===== config.mk =====
export PLATFORM = sky130hd
export DESIGN_NAME = zint_multi
export DESIGN_NICKNAME = d
export VERILOG_FILES = /design/src/rtl/zint_multi.sv
export SDC_FILE = /design/constraint.sdc
export NUM_CORES = 1
export LEC_CHECK = 0
export CORE_ASPECT_RATIO = 1.1
export CORE_UTILIZATION = 25
export CTS_BUF_LIST = sky130_fd_sc_hd__clkbuf_2
export DETAILED_ROUTE_END_ITERATION = 10
export PLACE_DENSITY = 0.53
export SYNTH_ARGS = -nofsm -noshare
export SYNTH_HDL_FRONTEND = slang
export SYNTH_SLANG_ARGS = --single-unit
export TNS_END_PERCENT = 1

===== constraint.sdc =====
create_clock -name fclk -period 3.9 [get_ports fclk]
set_input_delay 0.975 -clock fclk [delete_from_list [all_inputs] [get_ports fclk]]
set_output_delay 0.975 -clock fclk [all_outputs]
set_load 0.01 [all_outputs]

===== src/rtl/zint_multi.sv =====
// Multi-source Z80 interrupt controller: pending latches, enable mask, fixed
// priority, programmable /INT width and IM2 vector supply during INTACK.
module zint_multi #(
  parameter int unsigned NSRC     = 4,
  parameter int unsigned IW       = 2,
  parameter int unsigned PW       = 6,
  parameter logic [7:0]  VEC_BASE = 8'hF0
) (
  input  logic            fclk,
  input  logic            rst_n,
  input  logic            zpos,
  input  logic [NSRC-1:0] src_stb,
  input  logic [NSRC-1:0] int_ena,
  input  logic [NSRC-1:0] pend_clr,
  input  logic [PW-1:0]   int_len,
  input  logic            iorq_n,
  input  logic            m1_n,
  output logic            int_n,
  output logic [7:0]      vec_dout,
  output logic            vec_ena,
  output logic [NSRC-1:0] pending,
  output logic [IW-1:0]   cur_src,
  output logic            miss_stb
);

  typedef enum logic [1:0] {IDLE, ASSERT, ACK} state_e;

  state_e          state_q, state_d;
  logic            int_n_q, int_n_d;
  logic [7:0]      vec_dout_q, vec_dout_d;
  logic            vec_ena_q, vec_ena_d;
  logic [NSRC-1:0] pending_q, pending_d;
  logic [IW-1:0]   cur_src_q, cur_src_d;
  logic            miss_stb_q, miss_stb_d;
  logic [PW-1:0]   cnt_q, cnt_d;

  logic [NSRC-1:0] elig_c;
  logic [IW-1:0]   win_c;
  logic            clr_src_c;

  // Lowest eligible index wins
  always_comb begin
    elig_c = pending_q & int_ena;
    win_c  = '0;
    for (int i = int'(NSRC) - 1; i >= 0; i--) begin
      if (elig_c[i]) win_c = IW'(i);
    end
  end

  always_ff @(posedge fclk or negedge rst_n) begin
    if (!rst_n) begin
      state_q    <= IDLE;
      int_n_q    <= 1'b1;
      vec_dout_q <= 8'h00;
      vec_ena_q  <= 1'b0;
      pending_q  <= '0;
      cur_src_q  <= '0;
      miss_stb_q <= 1'b0;
      cnt_q      <= '0;
    end else begin
      state_q    <= state_d;
      int_n_q    <= int_n_d;
      vec_dout_q <= vec_dout_d;
      vec_ena_q  <= vec_ena_d;
      pending_q  <= pending_d;
      cur_src_q  <= cur_src_d;
      miss_stb_q <= miss_stb_d;
      cnt_q      <= cnt_d;
    end
  end

  always_comb begin
    state_d    = state_q;
    int_n_d    = int_n_q;
    vec_dout_d = vec_dout_q;
    vec_ena_d  = vec_ena_q;
    cur_src_d  = cur_src_q;
    miss_stb_d = 1'b0;
    cnt_d      = cnt_q;
    clr_src_c  = 1'b0;

    case (state_q)
      IDLE: begin
        if (zpos && (|elig_c)) begin
          state_d   = ASSERT;
          cur_src_d = win_c;
          cnt_d     = (int_len == '0) ? PW'(1) : int_len;
          int_n_d   = 1'b0;
        end
      end
      ASSERT: begin
        // INTACK takes precedence over window expiry
        if (!iorq_n && !m1_n) begin
          state_d    = ACK;
          int_n_d    = 1'b1;
          clr_src_c  = 1'b1;
          vec_dout_d = VEC_BASE + 8'({cur_src_q, 1'b0});
          vec_ena_d  = 1'b1;
        end else if (zpos) begin
          if (cnt_q == PW'(1)) begin
            state_d    = IDLE;
            int_n_d    = 1'b1;
            clr_src_c  = 1'b1;
            miss_stb_d = 1'b1;
            cnt_d      = '0;
          end else begin
            cnt_d = cnt_q - PW'(1);
          end
        end
      end
      ACK: begin
        if (iorq_n) begin
          vec_ena_d = 1'b0;
          state_d   = IDLE;
        end
      end
      default: state_d = IDLE;
    endcase

    // New requests override any clear in the same cycle
    pending_d = pending_q & ~pend_clr;
    if (clr_src_c) pending_d = pending_d & ~(NSRC'(1) << cur_src_q);
    pending_d = pending_d | src_stb;
  end

  assign int_n    = int_n_q;
  assign vec_dout = vec_dout_q;
  assign vec_ena  = vec_ena_q;
  assign pending  = pending_q;
  assign cur_src  = cur_src_q;
  assign miss_stb = miss_stb_q;

endmodule


==> reports/summary.txt, run 1 <==
status = completed
area leader, netlist = dfrtp_1
Synth area leaders = dfrtp_1 43%, a21oi_1 7.2%, buf_4 3.4%, nor3_1 3.2%, nand2_1 3.0%
total die area = 4710 um^2
core area = 4285 um^2
sequential area share after synthesis = 0.4521
Final setup viols = 0
DR iter-0 viols = 27
largest net degree at the start of global routing = 21
Final WS setup = 1.505 ns
area of the multi-input gates = 531.8 um^2
worst vdd ir = 0.0002597 V
hold_buf cts = 0
cell count after synthesis = 120
max_slew headroom = 0.4063
EDFF count, synth = 0
area share of the largest cell type after synthesis = 0.4284
crit end category = flip-flop
Fin Clk Skew = 0.009243 ns
Min-Delay Path Class = reg2reg
Initial Utilization = 0.2590
height of the die = 71.88 um
Total GRT Usage = 0.1203
Pins Over Slew Limit = 0
crit share post-route = 0.6140
Finished Core Util = 0.3539
ys async rst share = 1.000
worst reg2reg setup slack = 2.13 ns
most common cell after layout, fill and taps aside = clkdlybuf4s50_1
Clock Tree Root = clkbuf_2
initial antenna violation count = 0
RePlAce Congestion = 0.7744
Ports = 40
crit start category = primary input
FILL cells = 432
vias per std cell = 4.675
share of cells above drive strength 1 = 0.06452
IO Port Bufs = 37
WP data arrival = 2.64 ns
post-cts gate resize count = 0
register area = 501.7 um^2
RSZ-0062 raised after global routing = no
final antenna-violating net count = 0
Tmin final = 2.395 ns
Overflow after GRT = 0
Main synth FF type = dfrtp_1
dpl ws = 1.161 ns
Chip Width = 65.53 um
Crit Path Category = in2reg
pwr dens = 571.0 nW/um^2
Final Hold Fails = 0
Avg Cell Area, Syn = 9.248 um^2
CTS tree = built
slew at the pin with the worst max-slew slack = 0.8877 ns
Detailed Route WL = 2.639 mm
total CTS buffers = 3
area delta synth->final = 36.64%
Seq cells post-synth = 20
yosys warns = 0
cell area after layout = 1516 um^2
FP Rows = 25
Post-DP Area = 1498 um^2
final setup TNS = 0 ns
nets@finish = 181
# clock sinks = 20
CP max FO = 12
Setup Buffers After CTS = 0
wire per inst = 12.63 um
vias in the first global route = 977
DRT Pass-1 Iters = 4
Max Clock Freq = 0.4176 GHz
Worst-Skew Late Latency = 0.31 ns
global-route wire length before repair = 4.360 mm
most frequent cells in the layout = 37 x clkdlybuf4s50_1, 19 x dfrtp_1, 16 x a21oi_1
Unique masters post-synth = 33
worst-case clock buffer depth = 2
Critical Path RT = 4.15 ns
clock slew at reported path FFs = 0.19 ns
Syn Std Cell Area = 1110 um^2
static leakage = 0.6311 nW
drc violations = 0
Max-Cap Viols = 0
DP HPWL = 2.038 mm
CTS HTree Levels = 1
total number of vias = 977
diode count = 0
-- report_power, final --
part | leakage (nW) | internal [mW] | switching (mW)
Clock | 0.0140 | 0.0223 | 0.0610
Sequential | 0.235 | 0.282 | 0.0843
Combinational | 0.382 | 0.214 | 0.202
-- cells in the mapped netlist (3+ instances only) --
cell,instances
nand2_1,9
nor2b_1,3
inv_1,7
o21ai_1,5
a2bb2oi_1,3
nor2_1,9
a21oi_1,16
mux2_2,3
o21ai_0,3
nor3_1,7
dfrtp_1,19
buf_4,5
-- per-stage QoR --
stage | hold slack (ns) | cells | power, mW
floorplan | 0.4847 | 121 | 0.6240
global placement | 0.4794 | 205 | 0.7829
detailed placement | 0.5028 | 205 | 0.7870
CTS | 0.5276 | 209 | 0.8774
global route | 0.5390 | 209 | 0.9469
finish | 0.5237 | 209 | 0.8659
-- worst paths after layout --
check | start | depth (start not counted) | to
worst max-delay path | int_ena[1] | 5 | cnt_q[2]$_DFFE_PN0P_
worst min register to register | int_n$_DFFE_PN1P_ | 1 | int_n$_DFFE_PN1P_
worst min-delay path | int_n$_DFFE_PN1P_ | 1 | int_n$_DFFE_PN1P_
max in group asynchronous | rst_n | 1 | miss_stb$_DFF_PN0_
worst max register to register | state_q[1]$_DFFE_PN0P_ | 3 | vec_dout[2]$_DFFE_PN0N_
min in group asynchronous | rst_n | 1 | vec_dout[6]$_DFFE_PN0N_
-- critical path, cell delays in order --
cell	delay [ns]
clkdlybuf4s50_1	0.42
a22o_1	0.28
o311ai_2	0.63
o21bai_1	0.20
o2bb2ai_1	0.13
-- sequential cells by signal, summed over array words and instances, names as in the netlist --
signal / count
cnt_q: 6
vec_ena: 1
int_n: 1
cur_src: 2
pending: 4
state_q: 2
miss_stb: 1
vec_dout: 3
-- cell type report --
| type | count | area share |
|---|---|---|
| tap | 54 | 0.04455 |
| timing repair buffer | 37 | 0.2442 |
| multi-input combinational | 87 | 0.3507 |
| sequential | 20 | 0.3309 |
| clock inverter | 1 | 0.002475 |
| inverter | 7 | 0.01733 |
| clock buffer | 3 | 0.009901 |
-- cell families (layout without fill, tap and decap cells) --
kind of cell	Yosys count	count (layout)	synth area share
simple gates	39	39	0.1770
mux	3	3	0.03044
fa+ha+maj	2	2	0.02254
flops	20	20	0.4521
compound gates	41	41	0.2424
buf+inv	14	48	0.07216
other cells	1	2	0.003379
-- metal layers --
layer  GRT usage  vias up  share of wire
li1            -      491              -
met1      0.1529      453           0.46
met2      0.2005       31           0.48
met3     0.02389        2          0.057
met4     0.04348        0         0.0057
met5           0        -              0
(Power assumes the default switching activity.)
==> run 2: changes to the inputs <==
Clock period 3.9 ns to 2.4 ns, I/O delays scaled along.
==> reports/summary.txt, run 2 (synthesized netlist as in run 1, its figures left out) <==
status = completed
CP Buf/Inv Count = 1 (unchanged)
crit start category = flip-flop
hold_buf cts = 0 (unchanged)
nets@finish = 184 (+1.7%)
Chip Width = 65.53 um (unchanged)
CP max FO = 7 (-5)
Initial Utilization = 0.2590 (unchanged)
cell area after layout = 1539 um^2 (+1.5%)
gr busiest metal = met2
most frequent cells in the layout = 37 x clkdlybuf4s50_1, 19 x dfrtp_1, 16 x a21oi_1
critical-path cell list = clkdlybuf4s50_1
met1 Track Usage GR = 0.1672 (+0.01423)
crit share post-route = 0.8493
worst-case clock buffer depth = 2 (unchanged)
total number of vias = 1004 (+2.8%)
total CTS buffers = 3 (unchanged)
share of cells above drive strength 1 = 0.08228 (+0.01776)
Max-Cap Viols = 0 (unchanged)
largest net degree at the start of global routing = 21 (unchanged)
DR iter-0 viols = 87 (+220%)
Worst R2R Start = cnt_q[1]$_DFFE_PN0P_
CTS tree = built
height of the die = 71.88 um (unchanged)
most common cell after layout, fill and taps aside = clkdlybuf4s50_1
max reg flops = 6 (unchanged)
Clock Tree Root = clkbuf_2
hold slack = 0.5157 ns (-0.007985 ns)
beginning of the critical path = cur_src[1]$_DFFE_PN0P_
clock slew at reported path FFs = 0.20 ns (about the same)
grt met3 use = 0.02229 (-0.001592)
Detailed Route WL = 2.757 mm (+4.5%)
met2 Track Usage GR = 0.1970 (-0.003436)
Worst Hold Launch = vec_ena$_DFFE_PN0P_
post-cts gate resize count = 0 (unchanged)
Tmin final = 2.038 ns
Final Hold Fails = 0 (unchanged)
Setup Buffers After CTS = 0 (unchanged)
Final setup viols = 0 (unchanged)
family with the most delay on the worst path = buffers and inverters
DRT Pass-1 Iters = 4 (unchanged)
Top reg by flops = cnt_q
Critical Path RT = 1.80 ns (-2.35 ns)
crit end category = output pin
Crit-path slowest cell = clkdlybuf4s50_1
worst vdd ir = 0.0005396 V (+110%)
Worst-Skew Late Latency = 0.32 ns (about the same)
final antenna-violating net count = 0 (unchanged)
FILL cells = 422 (-2.3%)
IO Port Bufs = 37 (unchanged)
DP HPWL = 2.152 mm (+5.6%)
Ports = 40 (unchanged)
Total GRT Usage = 0.1227 (+0.002407)
Overflow after GRT = 0 (unchanged)
total power draw = 1.445 mW (+67%)
WP data arrival = 1.44 ns (-1.20 ns)
diode count = 0 (unchanged)
vias per std cell = 4.736 (+1.3%)
CTS HTree Levels = 1 (unchanged)
Max Clock Freq = 0.4906 GHz
initial antenna violation count = 0 (unchanged)
drc violations = 0 (unchanged)
CP max stage delay = 0.59 ns (-0.04 ns)
RSZ-0062 raised after global routing = no
FP Rows = 25 (unchanged)
global-route wire length before repair = 4.464 mm (+2.4%)
Pins Over Slew Limit = 0 (unchanged)
total die area = 4710 um^2 (unchanged)
static leakage = 0.6452 nW (+2.2%)
Crit Path Category = reg2out
RePlAce Congestion = 0.7826 (+1.1%)
pwr dens = 939.1 nW/um^2 (+64%)
vias in the first global route = 985 (+0.82%)
core area = 4285 um^2 (unchanged)
Post-DP Area = 1520 um^2 (+1.5%)
final setup TNS = 0 ns (unchanged)
# clock sinks = 20 (unchanged)
wire per inst = 13.00 um (+3.0%)
area delta synth->final = 38.67%
Fin Clk Skew = 0.004322 ns (-0.004921 ns)
Min-Delay Path Class = reg2reg
## run 2: cell types whose count changed in the layout (fill, tap and decap cells not counted)
cell,before,now
buf_4,0,3
## run 2: final cells by class
class                      count  area, um^2  area share
multi-input combinational     87       531.8      0.3455
clock inverter                 1       3.754    0.002439
sequential                    20       501.7      0.3260
timing repair buffer          40       392.9      0.2553
tap                           54       67.56     0.04390
clock buffer                   3       15.01    0.009756
inverter                       7       26.28     0.01707
## run 2: report_power, final
part	total (mW)	switching, mW	internal [mW]
sequential	0.594	0.135	0.459
clock	0.145	0.109	0.0362
combinational	0.706	0.341	0.365
total	1.45	0.585	0.860
## run 2: tightest hold or removal path, cell delays in order (launching register included)
cell and delay (ns):
dfrtp_1 0.40, nand2_1 0.05, nand2_1 0.05
## run 2: metrics by stage
| stage | worst slack, ns | std cells | util |
|---|---|---|---|
| 3_5_place_dp | 0.2637 | 208 | 0.3547 |
| 3_3_place_gp | 0.3066 | 208 | 0.3547 |
| 6_report | 0.3616 | 212 | 0.3591 |
| 4_1_cts | 0.3600 | 212 | 0.3591 |
| 5_1_grt | 0.3038 | 212 | 0.3591 |
| 2_1_floorplan | 0.8757 | 121 | - |
## run 2: final timing paths
check | cells past startpoint | to | slack, ns
min reg2reg | 2 | vec_ena$_DFFE_PN0P_ | 0.52
max in group asynchronous | 2 | int_n$_DFFE_PN1P_ | 1.54
max reg2reg | 6 | pending[3]$_DFF_PN0_ | 0.71
min | 2 | vec_ena$_DFFE_PN0P_ | 0.52
min in group asynchronous | 2 | vec_dout[1]$_DFFE_PN0N_ | 0.58
max | 1 | cur_src[1] | 0.36
## run 2: layer usage
| layer | vias to the layer above | share of wire | routed length [um] |
|---|---|---|---|
| li1 | 497 | - | - |
| met1 | 469 | 0.47 | 1286 |
| met2 | 36 | 0.47 | 1293 |
| met3 | 2 | 0.057 | 157 |
| met4 | 0 | 0.0073 | 20 |
| met5 | - | 0 | 0 |
==> RTL change 1, RTL diff (flow settings as in run 2) <==
The output `miss_stb` loses its register stage (`miss_stb_q` becomes a continuous assignment).
--- a/src/rtl/zint_multi.sv
+++ b/src/rtl/zint_multi.sv
@@ -57,3 +57,2 @@
       cur_src_q  <= '0;
-      miss_stb_q <= 1'b0;
       cnt_q      <= '0;
@@ -66,3 +65,2 @@
       cur_src_q  <= cur_src_d;
-      miss_stb_q <= miss_stb_d;
       cnt_q      <= cnt_d;
@@ -70,2 +68,4 @@
   end
+
+  assign miss_stb_q = miss_stb_d;
 
Behaviour: not the same (Yosys sat finds a counterexample within 4 cycles, from zero or initial values and one cycle with rst_n low).
==> RTL change 1 against run 2 <==
Wire length increased by 0.18%. Final area is 2.9% higher. Non-clock buffer count rose by 7. Combinational power grew 9.2%. First-iteration DRC count decreased by 52%. Sequential cell count fell by 1. Via count up 5.8%. Power grew 1.8%. Area after synthesis shrank 0.90%. Maximum frequency fell by 9.8%. Register-to-register slack worse by 0.21 ns. Critical path depth up 5. Worst setup slack lost 0.22 ns. Hold slack improved by 0.0062 ns. Largest power group unchanged. Highest routed layer is now met3.
==> RTL change 1: results (changes against run 2) <==
Timing
  • Worst Skew: 0.00189 ns (-0.00243 ns)

Placed design
  • Routability Congestion: 0.789 (+0.81%)
  • DPL Wire Length: 2150 um (-0.12%)
  • Place WS: -0.274 ns (-0.537 ns)
  • DP Area: 1560 um^2 (+2.3%)
  • Cells after DPL: 216 (+3.8%)

Critical path
  • Reg2reg start: pending[3]
  • Crit path to: miss_stb
  • Crit path launch: cnt_q[1]
  • R2R cell count: 4 (-2)
  • Crit Reg-Reg Endpoint: cnt_q[3]
  • Reg2reg setup slack: 0.50 ns (-0.21 ns)
  • Crit-path max FO: 2 (-5)
  • Crit path DAT: 1.66 ns (+0.22 ns)

Routing
  • WL per Instance: 12.6 um (-3.5%)
  • Initial DRC count: 42 (-52%)

Finish
  • Non-filler cells, final: 220 (+3.8%)
  • Layout cells sized above 1: 0.149 (+0.0665)
  • Nets: 194 (+5.4%)

Min path
  • Min-Delay Path Depth: 1 (-1)
  • Hold crit path type: reg -> reg

Synth
  • Number of library cell types mapped by synthesis: 36 (+9.1%)
  • Ranking of synthesized cells by area: dfrtp_1 41%, a21oi_1 7.7%, nand2_1 3.8%
  • Seq cells post-synth: 19 (-5.0%)
  • Sequential cell area fraction in the yosys report: 0.433 (-0.0186)
  • Post-synthesis cell count: 124 (+3.3%)
  • Synth top cells by count: 18 x dfrtp_1, 17 x a21oi_1, 11 x nand2_1

GRT
  • All-Layer GR Usage: 0.124 (+0.000911)
  • Largest net degree at the start of global routing: 20 (-4.8%)
  • Vias in the first global route: 1019 (+3.5%)
  • First-pass GRT wire length: 4480 um (+0.31%)

Power
  • Sequential share of power: 0.383 (-0.028)
  • Internal: 0.875 mW (+1.7%)
  • Combinational fraction of design power: 0.524 (+0.035)
  • Maximum VDD drop: 0.472 mV (-13%)
  • Leakage: 0.674 nW (+4.5%)

Clock tree
  • CTS clock-pin slew for the worst setup and hold paths: 0.18 ns (-0.02 ns)
  • Clk Latency, worst-skew pair: 0.30 ns (-0.02 ns)

Run status
  • Status: finished clean
-- RTL change 1: timing repair --
| item | CTS | global route |
|---|---|---|
| resized for setup | 4 | 1 |
| buffers inserted | 0 | 0 |
| endpoints found under the setup margin | 1 | 1 |
| gates cloned | 0 | 0 |
| pin swaps | 0 | 1 |
-- RTL change 1: critical path, stage by stage, from the launching register on --
cell	delay, ns
dfrtp_1	0.42
inv_1	0.08
ha_1	0.17
nor2b_2	0.16
nand3_1	0.12
nor3_2	0.15
clkdlybuf4s15_2	0.25
-- RTL change 1: routing by layer --
layer	up-vias	wire length, um	part of all wire	global-route usage
met2	41	1330	0.48	0.211
met4	0	0	0	0.0338
met3	0	191	0.069	0.0303
met5	-	0	0	0
li1	519	-	-	-
met1	502	1240	0.45	0.154
-- RTL change 1: area by class of cell --
type / instances / area, um^2
fill: 427 / 2500
multi-input combinational: 89 / 542
inverter: 9 / 33.8
timing repair buffer: 47 / 447
clock buffer: 3 / 15.0
sequential: 19 / 477
tap: 52 / 65.1
clock inverter: 1 / 5.00
-- RTL change 1: logic make-up (layout without fill, tap and decap cells) --
group | Yosys count | in the layout | share of synthesized area
muxes | 3 | 3 | 0.0307
DFF | 19 | 19 | 0.433
AOI/OAI and AO/OA | 41 | 41 | 0.243
adders and majority gates | 2 | 2 | 0.0227
other | 1 | 2 | 0.00341
and+or+nand+nor | 41 | 41 | 0.182
buffers and inverters | 17 | 60 | 0.0842
-- RTL change 1: worst min-delay path by stage --
stage | start | to | slack [ns]
2_1_floorplan | rst_n | cnt_q[0] | 0.30
3_3_place_gp | vec_ena | vec_ena | 0.48
3_5_place_dp | vec_dout[2] | vec_dout[2] | 0.50
4_1_cts | int_n | int_n | 0.53
5_1_grt | int_n | int_n | 0.54
6_report | int_n | int_n | 0.52
==> RTL change 2, RTL diff (settings of run 2) <==
Made on the original files. Set the parameter `PW` to 12 (it was 6).
--- a/src/rtl/zint_multi.sv
+++ b/src/rtl/zint_multi.sv
@@ -5,3 +5,3 @@
   parameter int unsigned IW       = 2,
-  parameter int unsigned PW       = 6,
+  parameter int unsigned PW       = 12,
   parameter logic [7:0]  VEC_BASE = 8'hF0
Interface: changed (resized int_len); port bits go from 40 to 46. The function was not compared with the original's and may differ.
==> RTL change 2 against run 2 <==
Area after synthesis rose by 43%. Power rose by 44%. Sequential cell count rose by 6. Critical path depth did not move. Wire length rose by 56%. Critical path type unchanged. Sequential power rose by 41%. Final area rose by 38%. Worst setup slack got worse by 0.039 ns.
==> RTL change 2: results (changes against run 2) <==
Run status
  • Status: finished clean

GRT
  • Largest net degree at the start of global routing: 27 (+29%)
  • Initial antenna violation count: 0 (unchanged)
  • First-pass GRT wire length: 7370 um (+65%)
  • Vias in the first global route: 1446 (+47%)
  • Grt met3 use: 0.0202 (-0.00208)
  • All-Layer GR Usage: 0.139 (+0.0164)
  • M2 GR Usage: 0.224 (+0.0274)
  • GR Util met1: 0.195 (+0.0282)

Critical path
  • R2R cell count: 6 (unchanged)
  • Reg2reg setup slack: 0.41 ns (-0.30 ns)
  • Slowest-stage cell, CP: dfstp_2
  • Crit path to: int_n
  • Cell family with most CP delay: flip-flops
  • Crit Reg-Reg Endpoint: cnt_q[7]
  • Reg2reg start: cnt_q[1]
  • Crit path launch: int_n
  • Crit path DAT: 1.48 ns (+0.04 ns)
  • Crit-path max FO: 2 (-5)

Routing
  • Met1 Routed Length: 2090 um (+63%)
  • Initial DRC count: 75 (-14%)
  • Detail-routed via count per cell: 5.07 (+7.0%)
  • WL per Instance: 14.6 um (+13%)
  • Met3 wire len: 237 um (+51%)
  • Drt pass-1 iters: 4 (unchanged)
  • WL met2: 1960 um (+52%)

Clock tree
  • CTS H-tree lvls: 1 (unchanged)
  • Max Root-Sink Buffers: 2 (unchanged)
  • CTS clock-pin slew for the worst setup and hold paths: 0.26 ns (+0.06 ns)
  • Clock root buffer: clkbuf_2
  • Clk Latency, worst-skew pair: 0.35 ns (+0.03 ns)

Placed design
  • DPL Wire Length: 3220 um (+49%)
  • DP Area: 2110 um^2 (+39%)
  • Routability Congestion: 0.788 (+0.64%)
  • # port buffers: 43 (+16%)
  • Place WS: 0.212 ns (-0.0512 ns)

Synth
  • Sequential cell area fraction in the yosys report: 0.410 (-0.0418)
  • Syn Area/Cell: 9.40 um^2 (+1.7%)
  • Ranking of synthesized cells by area: dfrtp_1 39%, a21oi_1 4.7%, o21ai_0 3.8%
  • Number of library cell types mapped by synthesis: 51 (+55%)
  • Fraction of registers with async set/reset: 1.00 (unchanged)
  • Synth top cells by count: 25 x dfrtp_1, 15 x a21oi_1, 13 x inv_1

Power
  • Leakage: 0.825 nW (+28%)
  • Sw Ratio: 0.449 (+0.0445)
  • Maximum VDD drop: 0.355 mV (-34%)

Finish
  • Non-filler cells, final: 294 (+39%)
  • Top reg by flops: cnt_q
  • Max reg flops: 12 (+6)
  • Layout cells sized above 1: 0.103 (+0.0205)
  • Nets: 246 (+34%)

Timing
  • Worst Skew: 0.0110 ns (+0.00663 ns)
  • Tightest hold margin: 0.535 ns (+0.0190 ns)
  • FMAX: 481 MHz (-1.9%)
RTL change 2: cells by family (layout without fill, tap and decap cells):
| logic type | count (synthesis) | after routing | synth area share |
|---|---|---|---|
| compound gates | 62 | 62 | 0.280 |
| simple gates | 53 | 53 | 0.205 |
| flops | 26 | 26 | 0.410 |
| buf+inv | 22 | 66 | 0.0661 |
| mux | 3 | 3 | 0.0213 |
| fa+ha+maj | 2 | 2 | 0.0157 |
| other cells | 1 | 2 | 0.00236 |
RTL change 2: cell type report:
type	count	area, um^2
Clock inverter	1	3.75
Sequential cell	26	652
Tap cell	80	100
Multi-Input combinational cell	122	836
Timing Repair Buffer	49	475
Clock buffer	3	15.0
Fill cell	660	4030
Inverter	13	48.8
RTL change 2: power by group through the flow:
stage	combinational, mW	clock [mW]	sequential, mW
after floorplan	0.687	0	0.816
after global placement	1.07	0	0.853
after detailed placement	1.07	0	0.851
after CTS	1.07	0.181	0.841
after global routing	1.19	0.190	0.872
final	1.07	0.171	0.837
